**config.mk**
```make
export PLATFORM = sky130hd
export DESIGN_NAME = gray_counter_ud
export DESIGN_NICKNAME = d
export VERILOG_FILES = /design/src/rtl/gray_pkg.sv /design/src/rtl/gray2bin_w.sv /design/src/rtl/gray_counter_ud.sv
export SDC_FILE = /design/constraint.sdc
export NUM_CORES = 1
export LEC_CHECK = 0
export BUFFER_PORTS_ARGS = -buffer_cell sky130_fd_sc_hd__buf_4
export CAP_MARGIN = 20
export CORE_AREA = 3 3 40 42
export CTS_BUF_LIST = sky130_fd_sc_hd__clkbuf_16
export DETAILED_ROUTE_END_ITERATION = 8
export DIE_AREA = 0 0 43 45
export PLACE_DENSITY = 0.63
export SETUP_SLACK_MARGIN = 0.4
export SLEW_MARGIN = 20
export SYNTH_ARGS = -nofsm -noshare
export SYNTH_HDL_FRONTEND = slang
export SYNTH_SLANG_ARGS = --single-unit
```
**constraint.sdc**
```tcl
create_clock -name clk -period 5.03 [get_ports clk]
set_clock_uncertainty 0.1 [all_clocks]
set_input_delay 0.503 -clock clk [delete_from_list [all_inputs] [get_ports clk]]
set_output_delay 0.503 -clock clk [all_outputs]
set_load 0.02 [all_outputs]
```
**src/rtl/gray_pkg.sv**
```systemverilog
// gray_pkg: shared helpers and types for the gray-code counter family.
// Conversion functions work on 32-bit values; callers zero-extend and truncate to their width.
package gray_pkg;

    localparam int unsigned GRAY_MAX_WIDTH = 32;

    typedef enum logic {
        DIR_DOWN = 1'b0,
        DIR_UP   = 1'b1
    } dir_e;

    function automatic logic [31:0] bin2gray(input logic [31:0] b);
        return b ^ (b >> 1);
    endfunction

    // Prefix XOR from the MSB down; zero-extended inputs decode correctly at any width.
    function automatic logic [31:0] gray2bin(input logic [31:0] g);
        logic [31:0] b;
        b = g;
        for (int s = 1; s < 32; s = s * 2) begin
            b = b ^ (b >> s);
        end
        return b;
    endfunction

endpackage

```
**src/rtl/gray2bin_w.sv**
```systemverilog
// gray2bin_w: combinational gray-to-binary converter of configurable width.
// Shared by the counter's self-check and by downstream FIFO pointer comparison.
module gray2bin_w
    import gray_pkg::*;
#(
    parameter int unsigned DATA_WIDTH = 4
) (
    input  logic [DATA_WIDTH-1:0] gray,
    output logic [DATA_WIDTH-1:0] bin
);

    assign bin = DATA_WIDTH'(gray2bin(GRAY_MAX_WIDTH'(gray)));

endmodule

```
**src/rtl/gray_counter_ud.sv**
```systemverilog
// gray_counter_ud: synchronous up/down gray-code counter with enable, parallel load,
// wrap or saturate at the range ends, terminal-count pulse and a registered binary mirror.
// DATA_WIDTH is legal from 2 to 32.
// Optional macro GRAY_ONEHOT_CHECK_EN adds chk_err, a sticky flag raised when out_gray
// changes in more than one bit outside the cycle following a load or reset.
module gray_counter_ud
    import gray_pkg::*;
#(
    parameter int unsigned           DATA_WIDTH = 4,
    parameter int unsigned           WRAP_MODE  = 1,
    parameter logic [DATA_WIDTH-1:0] RESET_BIN  = '0
) (
    input  logic                  clk,
    input  logic                  rst,
    input  logic                  en,
    input  logic                  dir,
    input  logic                  load,
    input  logic [DATA_WIDTH-1:0] load_bin,
    output logic [DATA_WIDTH-1:0] out_gray,
    output logic [DATA_WIDTH-1:0] out_bin,
    output logic                  tc,
    output logic                  sat
`ifdef GRAY_ONEHOT_CHECK_EN
    ,
    output logic                  chk_err
`endif
);

    localparam bit                    SAT_MODE = (WRAP_MODE == 0);
    localparam logic [DATA_WIDTH-1:0] ALL_ONES = '1;
    localparam logic [DATA_WIDTH-1:0] ZERO     = '0;

    dir_e                  step_dir;
    logic [DATA_WIDTH-1:0] end_val;
    logic [DATA_WIDTH-1:0] bin_q, bin_d;
    logic [DATA_WIDTH-1:0] gray_q, gray_d;
    logic                  tc_q, tc_d;
    logic                  sat_q, sat_d;
    logic [DATA_WIDTH-1:0] mirror_bin;

    assign step_dir = dir_e'(dir);
    // End of travel in the sampled direction: all-ones going up, zero going down.
    assign end_val  = (step_dir == DIR_UP) ? ALL_ONES : ZERO;

    // Next state: load beats a step; in saturate mode a step past the end holds and flags sat.
    always_comb begin
        bin_d = bin_q;
        tc_d  = 1'b0;
        sat_d = sat_q;
        if (load) begin
            bin_d = load_bin;
            sat_d = SAT_MODE && ((load_bin == ALL_ONES) || (load_bin == ZERO));
        end else if (en) begin
            if (SAT_MODE && (bin_q == end_val)) begin
                sat_d = 1'b1;
            end else begin
                bin_d = (step_dir == DIR_UP) ? bin_q + 1'b1 : bin_q - 1'b1;
                tc_d  = (bin_d == end_val);
                sat_d = SAT_MODE && tc_d;
            end
        end
    end

    assign gray_d = DATA_WIDTH'(bin2gray(GRAY_MAX_WIDTH'(bin_d)));

    // State and output registers; gray and binary load together so they stay cycle-aligned.
    always_ff @(posedge clk) begin
        if (rst) begin
            bin_q  <= RESET_BIN;
            gray_q <= DATA_WIDTH'(bin2gray(GRAY_MAX_WIDTH'(RESET_BIN)));
            tc_q   <= 1'b0;
            sat_q  <= 1'b0;
        end else begin
            bin_q  <= bin_d;
            gray_q <= gray_d;
            tc_q   <= tc_d;
            sat_q  <= sat_d;
        end
    end

    assign out_bin  = bin_q;
    assign out_gray = gray_q;
    assign tc       = tc_q;
    assign sat      = sat_q;

    gray2bin_w #(
        .DATA_WIDTH(DATA_WIDTH)
    ) u_mirror (
        .gray(gray_q),
        .bin (mirror_bin)
    );

    // Decoding the registered gray must always reproduce the binary register.
    always_ff @(posedge clk) begin
        if (!rst) begin
            assert (mirror_bin == bin_q);
        end
    end

`ifdef GRAY_ONEHOT_CHECK_EN
    logic [DATA_WIDTH-1:0] prev_gray_q;
    logic [DATA_WIDTH-1:0] gray_diff;
    logic                  fresh_q;
    logic                  multi_bit;
    logic                  chk_err_q;

    assign gray_diff = out_gray ^ prev_gray_q;
    // More than one bit set in the diff; the cycle after a load or reset may jump freely.
    assign multi_bit = !fresh_q && ((gray_diff & (gray_diff - 1'b1)) != ZERO);

    // Track the previous gray code and latch any multi-bit transition until reset.
    always_ff @(posedge clk) begin
        prev_gray_q <= gray_q;
        fresh_q     <= rst | load;
        if (rst) begin
            chk_err_q <= 1'b0;
        end else begin
            assert (!multi_bit);
            if (multi_bit) begin
                chk_err_q <= 1'b1;
            end
        end
    end

    assign chk_err = chk_err_q;
`endif

endmodule

```
Word level (Yosys, flattened, before mapping)
Cells that the tools add are included.
{ "totals": {"inputBits": 9, "reg_bits": 9, "wordCells": 13} }
{ "op_classes": {"reduce_logical": 1, "add_sub_neg": 2, "n_bitwise": 2, "eq_ne": 1, "mux": 4} }
{ "op_table": {"columns": ["op", "n"], "rows": [
  ["4-bit two-way mux", 4],
  ["4-bit by 1-bit adder with 4-bit output (second input constant)", 1],
  ["4-bit == test", 1],
  ["4-bit by 1-bit subtractor with 4-bit output (second input constant)", 1],
  ["4-bit by 3-bit bitwise XOR with 4-bit output", 1],
  ["3-bit OR reduction", 1],
  ["1-bit NOT", 1]
]} }

Logic depth before layout (Yosys ltp)
{ "depth": {"word_depth": 5, "depth_mapped": 7, "ltp_nobuf": 7} }

Worst setup path before layout
No wires, ideal clock.
{ "synth_timing": {"path_type": "input port to flip-flop", "start": "input port dir", "end": "register gray_q[1] (netlist: out_gray[1])", "arrival_ns": 1.728, "path_slack_ns": 3.078, "path_buffers": 0, "t_required_ns": 4.806, "setup_time_ns": 0.124, "path_stages": 7, "cell_sequence": "inv_1 -> fa_1 -> xnor2_1 -> a211oi_1 -> a21oi_1 -> xnor2_1 -> nor2_1"} }
{ "synth_between": {"elab_chain_cells": 4} }
{ "synth_lines": {"columns": ["element", "line", "text"], "rows": [
  ["start, declared", "gray_counter_ud.sv:16", "input logic dir,"],
  ["4-bit two-way mux", "gray_counter_ud.sv:57", "bin_d = (step_dir == DIR_UP) ? bin_q + 1'b1 : bin_q - 1'b1;"],
  ["4-bit two-way mux", "gray_counter_ud.sv:53", "end else if (en) begin"],
  ["4-bit two-way mux", "gray_counter_ud.sv:50", "if (load) begin"],
  ["4-bit by 3-bit bitwise XOR with 4-bit output", "gray_pkg.sv:13", "return b ^ (b >> 1);"],
  ["end signal, assigned", "gray_counter_ud.sv:70", "gray_q <= DATA_WIDTH'(bin2gray(GRAY_MAX_WIDTH'(RESET_BIN)));"],
  ["end signal, assigned", "gray_counter_ud.sv:75", "gray_q <= gray_d;"],
  ["end, declared", "gray_counter_ud.sv:36", "logic [DATA_WIDTH-1:0] gray_q, gray_d;"]
]} }
No other way between the ends.
A chain may end at the register's enable or synchronous reset.

Worst setup path in the final report
{ "layout_timing": {"start": "input port dir", "end": "register tc_q (netlist: tc)"} }
{ "layout_between": {"elab_chain_cells": 2, "word_cells_on_any_way": 3, "classes_between": "eq/ne (1); mux (2)"} }
{ "layout_lines": {"columns": ["element", "line", "text"], "rows": [
  ["4-bit two-way mux, on equally long branches", "gray_counter_ud.sv:57, gray_counter_ud.sv:43", null],
  ["4-bit == test (*)", "gray_counter_ud.sv:58", "tc_d = (bin_d == end_val);"],
  ["end signal, assigned", "gray_counter_ud.sv:76", "tc_q <= tc_d;"],
  ["end, declared", "gray_counter_ud.sv:37", "logic tc_q, tc_d;"]
]} }
Every way passes the cells marked *; elsewhere a longest branch is shown, timed or not.

==> impl_results.rst <==
.. list-table::
   :header-rows: 1

   * - Metric
     - Value
   * - Number of library cell types mapped by synthesis
     - 27
   * - Clock tree sinks
     - 8
   * - Violation count after the first detailed-routing iteration
     - 5
   * - Initial core utilization
     - 0.402
   * - Cell count after synthesis
     - 58
   * - Initial antenna violation count
     - 0
   * - Commonest cells after routing, fill and taps aside
     - sky130_fd_sc_hd__buf_4, sky130_fd_sc_hd__nor2_1, sky130_fd_sc_hd__dfxtp_1
   * - Setup crit end kind
     - flip-flop
   * - Clock transition at the registers of the reported paths
     - 30 ps
   * - Via count of the first global-routing pass
     - 420
   * - Post-Synth XOR/XNOR Area
     - 0.128
   * - Post-synthesis cell type with the largest combined area
     - sky130_fd_sc_hd__dfxtp_1
   * - Aggregate routed wire length
     - 1.03 mm
   * - Final worst-path cycle share
     - 0.396
   * - Area fraction of the dominant cell type after synthesis
     - 0.310
   * - Final routed wire length divided by cell count
     - 11.7 um
   * - Final Max Tran Viols
     - 0
   * - Leak
     - 0.324 nW
   * - Largest fanout of any net on the critical path
     - 7
   * - Wire length of the first global-routing pass
     - 1.80 mm
   * - Main combinational cell family by area after synthesis
     - simple AND/OR/NAND/NOR gates
   * - Kind of critical path
     - in2reg
   * - Die height
     - 45 um
   * - Synth-to-layout area growth
     - 36.8%
   * - Final setup TNS
     - 0 ps
   * - DR vias
     - 429
   * - Ordered cell list for the critical path
     - buf_4 > inv_1 > ha_1 > a21o_1 > a21oi_1 > xnor3_1 > mux2i_1 > nor4b_1
   * - Cts-stage hold buffer count
     - 0
   * - Commonest non-fill, non-tap cell in the layout
     - sky130_fd_sc_hd__buf_4
   * - Post-CTS setup repair buffer count
     - 0
   * - Number of instances resized during post-cts repair
     - 0
   * - Detailed-route vias per instance
     - 4.88
   * - Routability Congestion
     - 0.682
   * - Num CTS Buffers
     - 3
   * - Synthesis Warnings
     - 0
   * - Standard cell core area
     - 1280 um^2
   * - Port bufs
     - 17
   * - Leading post-synthesis cells by cell area
     - sky130_fd_sc_hd__dfxtp_1, sky130_fd_sc_hd__nor2_1, sky130_fd_sc_hd__xnor2_1
   * - Count of max-cap constraint violations
     - 0
   * - Horizontal die dimension
     - 43 um
   * - Fraction of the mapped netlist area in simple logic gates
     - 0.220
   * - WP data required
     - 5060 ps
   * - Post-synthesis area per instance
     - 8.91 um^2
   * - Insertion delay to the later sink of the worst-skew pair
     - 230 ps
   * - PD cells
     - 381 nW/um^2
   * - Number of remaining DRC errors
     - 0
   * - Pin count of the biggest net entering global routing
     - 14
   * - Register area share after synthesis
     - 0.310
   * - Net total in the final layout
     - 87
   * - # H-tree levels
     - 1
   * - Total overflow reported by the global router
     - 0
   * - Global routing usage summed across all routing layers
     - 0.128
   * - Layout cells sized above 1
     - 0.288
   * - Die outline area
     - 1940 um^2
   * - Compound-gate portion of the synthesized area
     - 0.140
   * - Top_reg_cell synth
     - sky130_fd_sc_hd__dfxtp_1
   * - Unrepaired setup endpoints after global routing
     - no
   * - Delay contributed by the slowest stage of the critical path
     - 270 ps
   * - Number of fill cells in the layout
     - 129
   * - Outcome
     - completed
   * - Estimated wirelength of the detail-placed design
     - 780 um
   * - Number of flops mapped to enable cells by yosys
     - 0
   * - Classification of the worst-slack hold path
     - in2reg
   * - Fin. Hold Viols
     - 0
   * - Share of synthesized area spent on multiplexers
     - 0.0387
   * - Diode insertion count for antenna repair
     - 0
   * - Setup-failing EPs final
     - 0
   * - CTS tree
     - done
   * - Count of nets left with antenna violations after detail routing
     - 0
   * - Register Area
     - 160 um^2
   * - Tmin final
     - 1990 ps
   * - Slowest CP cell
     - sky130_fd_sc_hd__ha_1
   * - Area used by multi-input combinational logic
     - 322 um^2
   * - Worst IR drop on VDD
     - 0.000238 V
   * - Maximum buffer depth of the clock tree
     - 2
   * - Kind of start point of the critical path
     - input port
   * - Detailed-routing iteration count for the pre-antenna-repair pass
     - 3
   * - Arrival time reported for the critical path endpoint
     - 2020 ps
   * - Cell Rows
     - 13
   * - Num ports
     - 19
   * - Fraction of synthesis flops using an asynchronous set or reset pin
     - 0
   * - Nets in the synthesized netlist
     - 70
   * - Peak clock frequency supported by timing
     - 0.502 GHz
   * - Clock root buffer master
     - sky130_fd_sc_hd__clkbuf_16
   * - Finished Core Util
     - 0.550
   * - Mapped cell area
     - 517 um^2
   * - #FFs+latches synth
     - 8
   * - Adder-cell share of the synthesized area
     - 0.0872
layout make-up:
| cell class | instances | share of cell area |
|---|---|---|
| Clock buffer | 3 | 0.106 |
| Inverter | 1 | 0.00531 |
| Tap cell | 15 | 0.0265 |
| Sequential cell | 8 | 0.227 |
| Multi-Input combinational cell | 44 | 0.455 |
| Timing Repair Buffer | 17 | 0.181 |
cell usage after synthesis (2+ instances only):
cell,number
sky130_fd_sc_hd__xnor2_1,5
sky130_fd_sc_hd__nor2_1,12
sky130_fd_sc_hd__ha_1,2
sky130_fd_sc_hd__a21oi_1,5
sky130_fd_sc_hd__mux2i_1,2
sky130_fd_sc_hd__nor3_1,2
sky130_fd_sc_hd__buf_4,3
sky130_fd_sc_hd__dfxtp_1,8
where the power goes:
group | leakage (nW) | internal, mW | total (mW) | switching [mW]
sequential | 0.0662 | 0.0701 | 0.0755 | 0.00548
clock | 0.0370 | 0.102 | 0.131 | 0.0289
combinational | 0.221 | 0.0306 | 0.0624 | 0.0317
kinds of logic after synthesis:
kind of cell | after synthesis
AND/OR/NAND/NOR | 22
AO/OA/AOI/OAI | 10
flip-flops | 8
XOR/XNOR | 6
buffers and inverters | 6
adder cells (fa/ha/maj) | 3
multiplexers | 2
other | 1
sequential cells by signal, indices dropped and copies added (netlist names):
name      cells
tc            1
out_bin       4
out_gray      3
metrics by stage:
| step | cells | total power, mW | cell area (um^2) | hold slack [ps] | setup WS (ps) |
|---|---|---|---|---|---|
| 3_5_place_dp | 85 | 0.139 | 632 | 614 | 2770 |
| 5_1_grt | 88 | 0.282 | 707 | 414 | 2880 |
| 4_1_cts | 88 | 0.273 | 707 | 397 | 3000 |
| 6_report | 88 | 0.269 | 707 | 399 | 3040 |
| 3_3_place_gp | 85 | 0.139 | 632 | 631 | 2840 |
| 2_1_floorplan | 58 | 0.120 | 517 | 575 | 3080 |
critical path, delay by kind of cell:
family,cells,cell delay (ps)
and+or+nand+nor,1,240
AOI/OAI and AO/OA,2,360
xor gates and xnor gates,1,250
muxes,1,120
buffers and inverters,2,270
adders and majority gates,1,270
metal layers:
metal / up-vias / part of all wire / track usage
li1: 230 / - / -
met1: 182 / 0.46 / 0.166
met2: 12 / 0.45 / 0.183
met3: 5 / 0.048 / 0.0239
met4: 0 / 0.033 / 0.108
met5: - / 0 / 0
final timing paths:
kind / start / to / slack [ps] / depth (start not counted)
max reg2reg: out_bin[1] / tc / 3160 / 6
min: rst / out_gray[0] / 400 / 2
max: dir / tc / 3040 / 8
min reg2reg: out_bin[1] / tc / 620 / 4
Note: power is estimated with default switching activity, not from simulation.
